--- src/rtl/mdio_arbiter.sv ---
// -----------------------------------------------------------------------------
// mdio_arbiter
// Two-port round-robin arbiter and transaction sequencer in front of the MDIO
// management generator. Accepts 32-bit Clause-22 frames from two requesters,
// validates them, launches one at a time on the generator and returns read
// data, write completion or an error to the requester that owns the transfer.
//
// Ports
//   clk, reset              : system clock, synchronous active-high reset
//   REQ0/REQ1, REQn_DATA    : request + frame, held until the matching ACKn
//   ACK0/ACK1               : one-cycle accept pulse
//   RSPn_VALID/DATA/ERR     : one-cycle completion pulse, data and error flag
//   MDIO_START, T_DATA      : launch strobe and frame to the generator
//   MDC                     : generator management clock (rise counting)
//   DATA_RDY, RD_DATA       : read completion and read data from the generator
//   BUSY                    : high whenever the sequencer is not idle
// -----------------------------------------------------------------------------
module mdio_arbiter #(
   parameter int unsigned TIMEOUT = 2048
) (
   input  logic        clk,
   input  logic        reset,
   input  logic        REQ0,
   input  logic        REQ1,
   input  logic [31:0] REQ0_DATA,
   input  logic [31:0] REQ1_DATA,
   output logic        ACK0,
   output logic        ACK1,
   output logic        RSP0_VALID,
   output logic        RSP1_VALID,
   output logic [15:0] RSP0_DATA,
   output logic [15:0] RSP1_DATA,
   output logic        RSP0_ERR,
   output logic        RSP1_ERR,
   output logic        MDIO_START,
   output logic [31:0] T_DATA,
   input  logic        MDC,
   input  logic        DATA_RDY,
   input  logic [15:0] RD_DATA,
   output logic        BUSY
);

   typedef enum logic [1:0] {
      S_IDLE = 2'd0,
      S_RUN  = 2'd1,
      S_RESP = 2'd2,
      S_GAP  = 2'd3
   } state_t;

   localparam logic [15:0] TO_LAST   = 16'(TIMEOUT - 32'd1);
   localparam logic [5:0]  RISE_DONE = 6'd32;

   // A frame is launchable only with ST=01 and OP=write(01) or read(10).
   function automatic logic frame_valid(input logic [31:0] frame);
      frame_valid = (frame[31:30] == 2'b01) &&
                    ((frame[29:28] == 2'b01) || (frame[29:28] == 2'b10));
   endfunction

   state_t      state_q, state_d;
   logic        owner_q, owner_d;       // 1: requester 1 owns the transfer
   logic        prio1_q, prio1_d;       // 1: requester 1 wins the next tie
   logic        is_read_q, is_read_d;
   logic        pend_q, pend_d;         // malformed frame, error response still owed
   logic        mdc_q;
   logic [5:0]  rise_cnt_q, rise_cnt_d;
   logic [15:0] cyc_cnt_q, cyc_cnt_d;

   logic        ack0_q, ack0_d, ack1_q, ack1_d;
   logic        rsp0_valid_q, rsp0_valid_d, rsp1_valid_q, rsp1_valid_d;
   logic [15:0] rsp0_data_q, rsp0_data_d, rsp1_data_q, rsp1_data_d;
   logic        rsp0_err_q, rsp0_err_d, rsp1_err_q, rsp1_err_d;
   logic        start_q, start_d;
   logic [31:0] t_data_q, t_data_d;
   logic        busy_q;

   logic        gnt_sel_s;
   logic [31:0] gnt_frame_s;
   logic        mdc_rise_s;
   logic [5:0]  rise_next_s;
   logic        done_s;
   logic        rsp_fire_s;
   logic        rsp_err_s;
   logic [15:0] rsp_data_s;

   // Grant selection and MDC rise counting with saturation at 32.
   always_comb begin
      if (REQ0 && REQ1) begin
         gnt_sel_s = prio1_q;
      end else begin
         gnt_sel_s = REQ1;
      end
      gnt_frame_s = gnt_sel_s ? REQ1_DATA : REQ0_DATA;
      mdc_rise_s  = MDC & ~mdc_q;
      if (rise_cnt_q == RISE_DONE) begin
         rise_next_s = RISE_DONE;
      end else if (mdc_rise_s) begin
         rise_next_s = rise_cnt_q + 6'd1;
      end else begin
         rise_next_s = rise_cnt_q;
      end
      // A read finishes only on DATA_RDY; 32 rises alone do not complete it.
      done_s = is_read_q ? DATA_RDY : (rise_next_s == RISE_DONE);
   end

   // Sequencer next state and registered-output next values.
   always_comb begin
      state_d    = state_q;
      owner_d    = owner_q;
      prio1_d    = prio1_q;
      is_read_d  = is_read_q;
      pend_d     = pend_q;
      rise_cnt_d = rise_cnt_q;
      cyc_cnt_d  = cyc_cnt_q;
      start_d    = start_q;
      t_data_d   = t_data_q;
      ack0_d     = 1'b0;
      ack1_d     = 1'b0;
      rsp_fire_s = 1'b0;
      rsp_err_s  = 1'b0;
      rsp_data_s = 16'h0000;

      case (state_q)
         S_IDLE: begin
            if (REQ0 || REQ1) begin
               owner_d    = gnt_sel_s;
               ack0_d     = ~gnt_sel_s;
               ack1_d     = gnt_sel_s;
               is_read_d  = (gnt_frame_s[29:28] == 2'b10);
               rise_cnt_d = 6'd0;
               cyc_cnt_d  = 16'd0;
               // The pointer only moves when both requesters compete.
               if (REQ0 && REQ1) begin
                  prio1_d = ~prio1_q;
               end else begin
                  prio1_d = prio1_q;
               end
               if (frame_valid(gnt_frame_s)) begin
                  t_data_d = gnt_frame_s;
                  start_d  = 1'b1;
                  pend_d   = 1'b0;
                  state_d  = S_RUN;
               end else begin
                  start_d  = 1'b0;
                  pend_d   = 1'b1;
                  state_d  = S_RESP;
               end
            end else begin
               state_d = S_IDLE;
            end
         end
         S_RUN: begin
            rise_cnt_d = rise_next_s;
            cyc_cnt_d  = cyc_cnt_q + 16'd1;
            // Completion is checked first so it wins over a same-cycle timeout.
            if (done_s) begin
               rsp_fire_s = 1'b1;
               rsp_data_s = is_read_q ? RD_DATA : 16'h0000;
               start_d    = 1'b0;
               state_d    = S_RESP;
            end else if (cyc_cnt_q == TO_LAST) begin
               rsp_fire_s = 1'b1;
               rsp_err_s  = 1'b1;
               rsp_data_s = 16'hFFFF;
               start_d    = 1'b0;
               state_d    = S_RESP;
            end else begin
               state_d = S_RUN;
            end
         end
         S_RESP: begin
            start_d = 1'b0;
            // A malformed frame arrives here without having answered yet, so
            // it answers now and spends one more cycle in RESP.
            if (pend_q) begin
               rsp_fire_s = 1'b1;
               rsp_err_s  = 1'b1;
               rsp_data_s = 16'hFFFF;
               pend_d     = 1'b0;
               state_d    = S_RESP;
            end else begin
               state_d = S_GAP;
            end
         end
         S_GAP: begin
            start_d = 1'b0;
            state_d = S_IDLE;
         end
         default: begin
            start_d = 1'b0;
            pend_d  = 1'b0;
            state_d = S_IDLE;
         end
      endcase

      rsp0_valid_d = rsp_fire_s & ~owner_q;
      rsp1_valid_d = rsp_fire_s & owner_q;
      rsp0_err_d   = rsp_fire_s & ~owner_q & rsp_err_s;
      rsp1_err_d   = rsp_fire_s & owner_q & rsp_err_s;
      rsp0_data_d  = (rsp_fire_s && !owner_q) ? rsp_data_s : 16'h0000;
      rsp1_data_d  = (rsp_fire_s && owner_q) ? rsp_data_s : 16'h0000;
   end

   // State, counters and all registered outputs.
   always_ff @(posedge clk) begin
      if (reset) begin
         state_q      <= S_IDLE;
         owner_q      <= 1'b0;
         prio1_q      <= 1'b0;
         is_read_q    <= 1'b0;
         pend_q       <= 1'b0;
         mdc_q        <= 1'b0;
         rise_cnt_q   <= 6'd0;
         cyc_cnt_q    <= 16'd0;
         ack0_q       <= 1'b0;
         ack1_q       <= 1'b0;
         rsp0_valid_q <= 1'b0;
         rsp1_valid_q <= 1'b0;
         rsp0_data_q  <= 16'h0000;
         rsp1_data_q  <= 16'h0000;
         rsp0_err_q   <= 1'b0;
         rsp1_err_q   <= 1'b0;
         start_q      <= 1'b0;
         t_data_q     <= 32'h0000_0000;
         busy_q       <= 1'b0;
      end else begin
         state_q      <= state_d;
         owner_q      <= owner_d;
         prio1_q      <= prio1_d;
         is_read_q    <= is_read_d;
         pend_q       <= pend_d;
         mdc_q        <= MDC;
         rise_cnt_q   <= rise_cnt_d;
         cyc_cnt_q    <= cyc_cnt_d;
         ack0_q       <= ack0_d;
         ack1_q       <= ack1_d;
         rsp0_valid_q <= rsp0_valid_d;
         rsp1_valid_q <= rsp1_valid_d;
         rsp0_data_q  <= rsp0_data_d;
         rsp1_data_q  <= rsp1_data_d;
         rsp0_err_q   <= rsp0_err_d;
         rsp1_err_q   <= rsp1_err_d;
         start_q      <= start_d;
         t_data_q     <= t_data_d;
         busy_q       <= (state_d != S_IDLE);
      end
   end

   assign ACK0       = ack0_q;
   assign ACK1       = ack1_q;
   assign RSP0_VALID = rsp0_valid_q;
   assign RSP1_VALID = rsp1_valid_q;
   assign RSP0_DATA  = rsp0_data_q;
   assign RSP1_DATA  = rsp1_data_q;
   assign RSP0_ERR   = rsp0_err_q;
   assign RSP1_ERR   = rsp1_err_q;
   assign MDIO_START = start_q;
   assign T_DATA     = t_data_q;
   assign BUSY       = busy_q;

endmodule

--- config.mk ---
export PLATFORM = sky130hd
export DESIGN_NAME = mdio_arbiter
export DESIGN_NICKNAME = d
export VERILOG_FILES = /design/src/rtl/mdio_arbiter.sv
export SDC_FILE = /design/constraint.sdc
export NUM_CORES = 1
export LEC_CHECK = 0
export CORE_MARGIN = 3
export CORE_UTILIZATION = 44
export CTS_CLUSTER_SIZE = 10
export DETAILED_ROUTE_END_ITERATION = 6
export GPL_ROUTABILITY_DRIVEN = 0
export GPL_TIMING_DRIVEN = 0
export PLACE_DENSITY = 0.8
export SETUP_SLACK_MARGIN = 0.2
export SYNTH_ARGS = -nofsm -noshare
export SYNTH_HDL_FRONTEND = slang
export SYNTH_SLANG_ARGS = --single-unit
--- constraint.sdc ---
create_clock -name clk -period 4.9 [get_ports clk]
set_input_delay 1.47 -clock clk [delete_from_list [all_inputs] [get_ports clk]]
set_output_delay 1.47 -clock clk [all_outputs]
set_load 0.02 [all_outputs]
==> summary.txt <==
Status
  – Status: finished, final reports clean

Logic synthesis
  – Syn avg cell area: 8.39 µm²
  – Yosys reg bits: 101
  – EDFF count, synth: 0
  – Synth top area share: 47.7%
  – Synth Instances: 505
  – Syn_nets: 599
  – Register area share after synthesis: 47.7%
  – Top post-synthesis cells by count: nor2_1 (108), dfxtp_1 (101), nand2_1 (46)
  – Yosys cell types: 45
  – Yosys warning count: 0
  – Post-synthesis async set-or-reset flop share: 0%
  – Count leader, synth: nor2_1
  – Synth Flop Type: dfxtp_1
  – Synth area leaders: dfxtp_1 (48%), nor2_1 (9.6%), a311oi_1 (6.0%)
  – Mapped Area: 4240 µm²
  – Leading area contributor after synthesis: dfxtp_1

Timing
  – Final worst slack: 0.543 ns
  – Final setup TNS: 0 ns
  – Hold Slack: 0.486 ns
  – RSZ-0062 raised after global routing: false
  – Setup violations, final: 0
  – Period utilisation layout: 88.9%
  – Worst slew pin tran: 0.714 ns
  – Final Hold Fails: 0
  – Slew Limit Fails: 0
  – Clk_skew: 0.0102 ns
  – Fin crit period: 4.36 ns
  – Max Fclk: 230 MHz
  – Slew headroom: 52.0%

Die
  – Rows: 35
  – Core area: 9280 µm²
  – Die width: 104 µm
  – Ports: 158
  – Initial core utilization: 45.7%
  – DIE AREA: 10800 µm²
  – Die Span Y: 104 µm

Power
  – Leakage: 2.30 nW
  – VDD IR-drop max: 0.000145 V
  – Power per standard cell area: 330 nW/µm²
  – Total chip power: 2.03 mW

Worst setup path
  – Reg2Reg Depth: 11
  – Worst reg2reg setup slack: 1.85 ns
  – Critical path fanouts, max: 10
  – CP Launch Point: REQ0
  – Kind of critical path: in2reg
  – CP arrival: 4.63 ns
  – RR Endpoint: T_DATA[13]$_SDFFE_PP0P_
  – Worst Path Required: 5.17 ns
  – Reg2reg start: prio1_q$_SDFFE_PP0P_
  – CP Capture Type: flop
  – Critical path launch point type: input port

Clock tree
  – # H-tree levels: 3
  – Skew-Pair Late Insertion Delay: 0.37 ns
  – CTS sink cnt: 101
  – Clock Tree Buf Depth: 2
  – Clock root buffer: clkbuf_8
  – CTS tree: done
  – Hold-fix buffers, CTS: 0
  – Clock-pin slew on the worst setup and hold paths: 0.10 ns
  – CTS buffer count: 9
  – Setup bufs post-CTS: 0

Global routing
  – GRT overflow: 0
  – First-pass GRT wire length: 19200 µm
  – Largest net degree at the start of global routing: 20
  – Initial antenna violation count: 0
  – GR Util All Layers: 21.5%
  – Vias in the first global route: 4139

Routing
  – Pre-Repair DR Iteration Count: 6
  – Antenna viol nets, final: 0
  – DR vias: 4175
  – DRT Wirelength: 11700 µm
  – Detailed Route Iter0 Violations: 180
  – Vias per Instance: 5.19
  – DRC: 0
  – DR WL/cell: 14.5 µm

Placed design
  – Place WS: -0.104 ns
  – HPWL Detailed: 8960 µm
  – PortBufs: 155

Run
  – Max_cap viols: 0

Layout
  – Filler cell count: 787
  – Layout area overhead: 45.0%
  – # diodes: 0
  – Share of layout cells above drive strength 1: 6.51%
  – Fin nets: 765

Hold path
  – Hold depth: 2
  – Hold EP: MDIO_START$_SDFFE_PP0P_
  – Min-delay worst type: reg2reg
  – Hold path start: MDIO_START$_SDFFE_PP0P_
==> metal layers <==
| metal | wire length (µm) | GRT usage, % | vias to the layer above |
|---|---|---|---|
| met4 | 162 | 7.03 | 0 |
| met1 | 4740 | 24.4 | 1911 |
| met3 | 1130 | 6.95 | 16 |
| li1 | - | - | 2067 |
| met5 | 0 | 0 | - |
| met2 | 5640 | 38.1 | 181 |
==> worst max-delay path: stages <==
cell	delay [ns]
clkdlybuf4s50_1	0.57
nand2b_1	0.14
nand2_1	0.28
mux2_2	0.41
ha_1	0.30
nor3b_1	0.29
a21o_1	0.22
nor2b_1	0.14
clkbuf_2	0.21
clkbuf_2	0.26
nor2_1	0.07
a311oi_1	0.28
==> cell families (layout without fill, tap and decap cells) <==
group | Yosys count | in the layout | share of synthesized area, %
buffers and inverters | 45 | 216 | 4.55
and+or+nand+nor | 247 | 247 | 26.9
adders and majority gates | 8 | 8 | 2.36
xor gates and xnor gates | 17 | 17 | 3.51
AOI/OAI and AO/OA | 81 | 81 | 13.5
muxes | 6 | 6 | 1.48
DFF | 101 | 101 | 47.7
==> cell usage in the layout, fill, tap and decap left out, drive strengths merged, types with 4 or more instances in the layout <==
cell / Yosys / final
clkdlybuf4s50: 0 / 155
nand4: 5 / 5
nand3: 36 / 36
nor3b: 5 / 5
nand2: 46 / 46
dfxtp: 101 / 101
or2: 15 / 15
a21oi: 25 / 25
ha: 8 / 8
nor2: 108 / 108
o21ai: 7 / 7
nor2b: 7 / 7
buf: 6 / 6
a211o: 4 / 4
inv: 9 / 13
xor2: 14 / 14
a311oi: 29 / 29
clkbuf: 30 / 39
nor3: 7 / 7
mux2i: 4 / 4
==> state kept, by name, indices dropped and copies added, names as in the netlist, 2 cells and up <==
name and count:
cyc_cnt_q 16, rise_cnt_q 6, RSP1_DATA 16, T_DATA 32, RSP0_DATA 16, state_q 2
==> worst max-delay path by stage <==
stage          slack (ns)  cells past startpoint                 endpoint
4_1_cts              0.28                     12   T_DATA[1]$_SDFFE_PP0P_
2_1_floorplan        1.03                     11  T_DATA[29]$_SDFFE_PP0P_
6_report             0.54                     12  T_DATA[13]$_SDFFE_PP0P_
3_3_place_gp       -0.003                     12  T_DATA[24]$_SDFFE_PP0P_
5_1_grt              0.21                     12  T_DATA[13]$_SDFFE_PP0P_
3_5_place_dp        -0.10                     12   T_DATA[4]$_SDFFE_PP0P_
==> metrics by stage <==
step | util [%] | cell area, µm² | cells
after CTS | 66.1 | 6140 | 805
after global placement | 64.1 | 5950 | 789
final | 66.2 | 6150 | 805
after floorplan | - | 4240 | 505
after global routing | 66.2 | 6150 | 805
after detailed placement | 64.1 | 5950 | 789
==> final cells by class <==
class                      count  area, µm²  share of cell area (%)
timing repair buffer         155       1550                    25.2
clock inverter                 7       65.1                    1.06
clock buffer                   9        124                    2.02
inverter                       9       33.8                   0.550
sequential                   101       2020                    32.9
multi-input combinational    359       2020                    32.9
buffer                        36        164                    2.67
tap                          129        161                    2.63
==> power by group <==
part           switching [mW]  internal [mW]  leakage (nW)
clock                   0.308          0.197        0.0943
combinational           0.344          0.259          1.39
sequential             0.0370          0.881         0.818
==> repair_timing <==
item,CTS,global route
endpoints found under the setup margin,0,29
endpoints found under the hold margin,0,0
gates resized for setup,0,8
No activity file was read; power rests on OpenSTA's default activity.
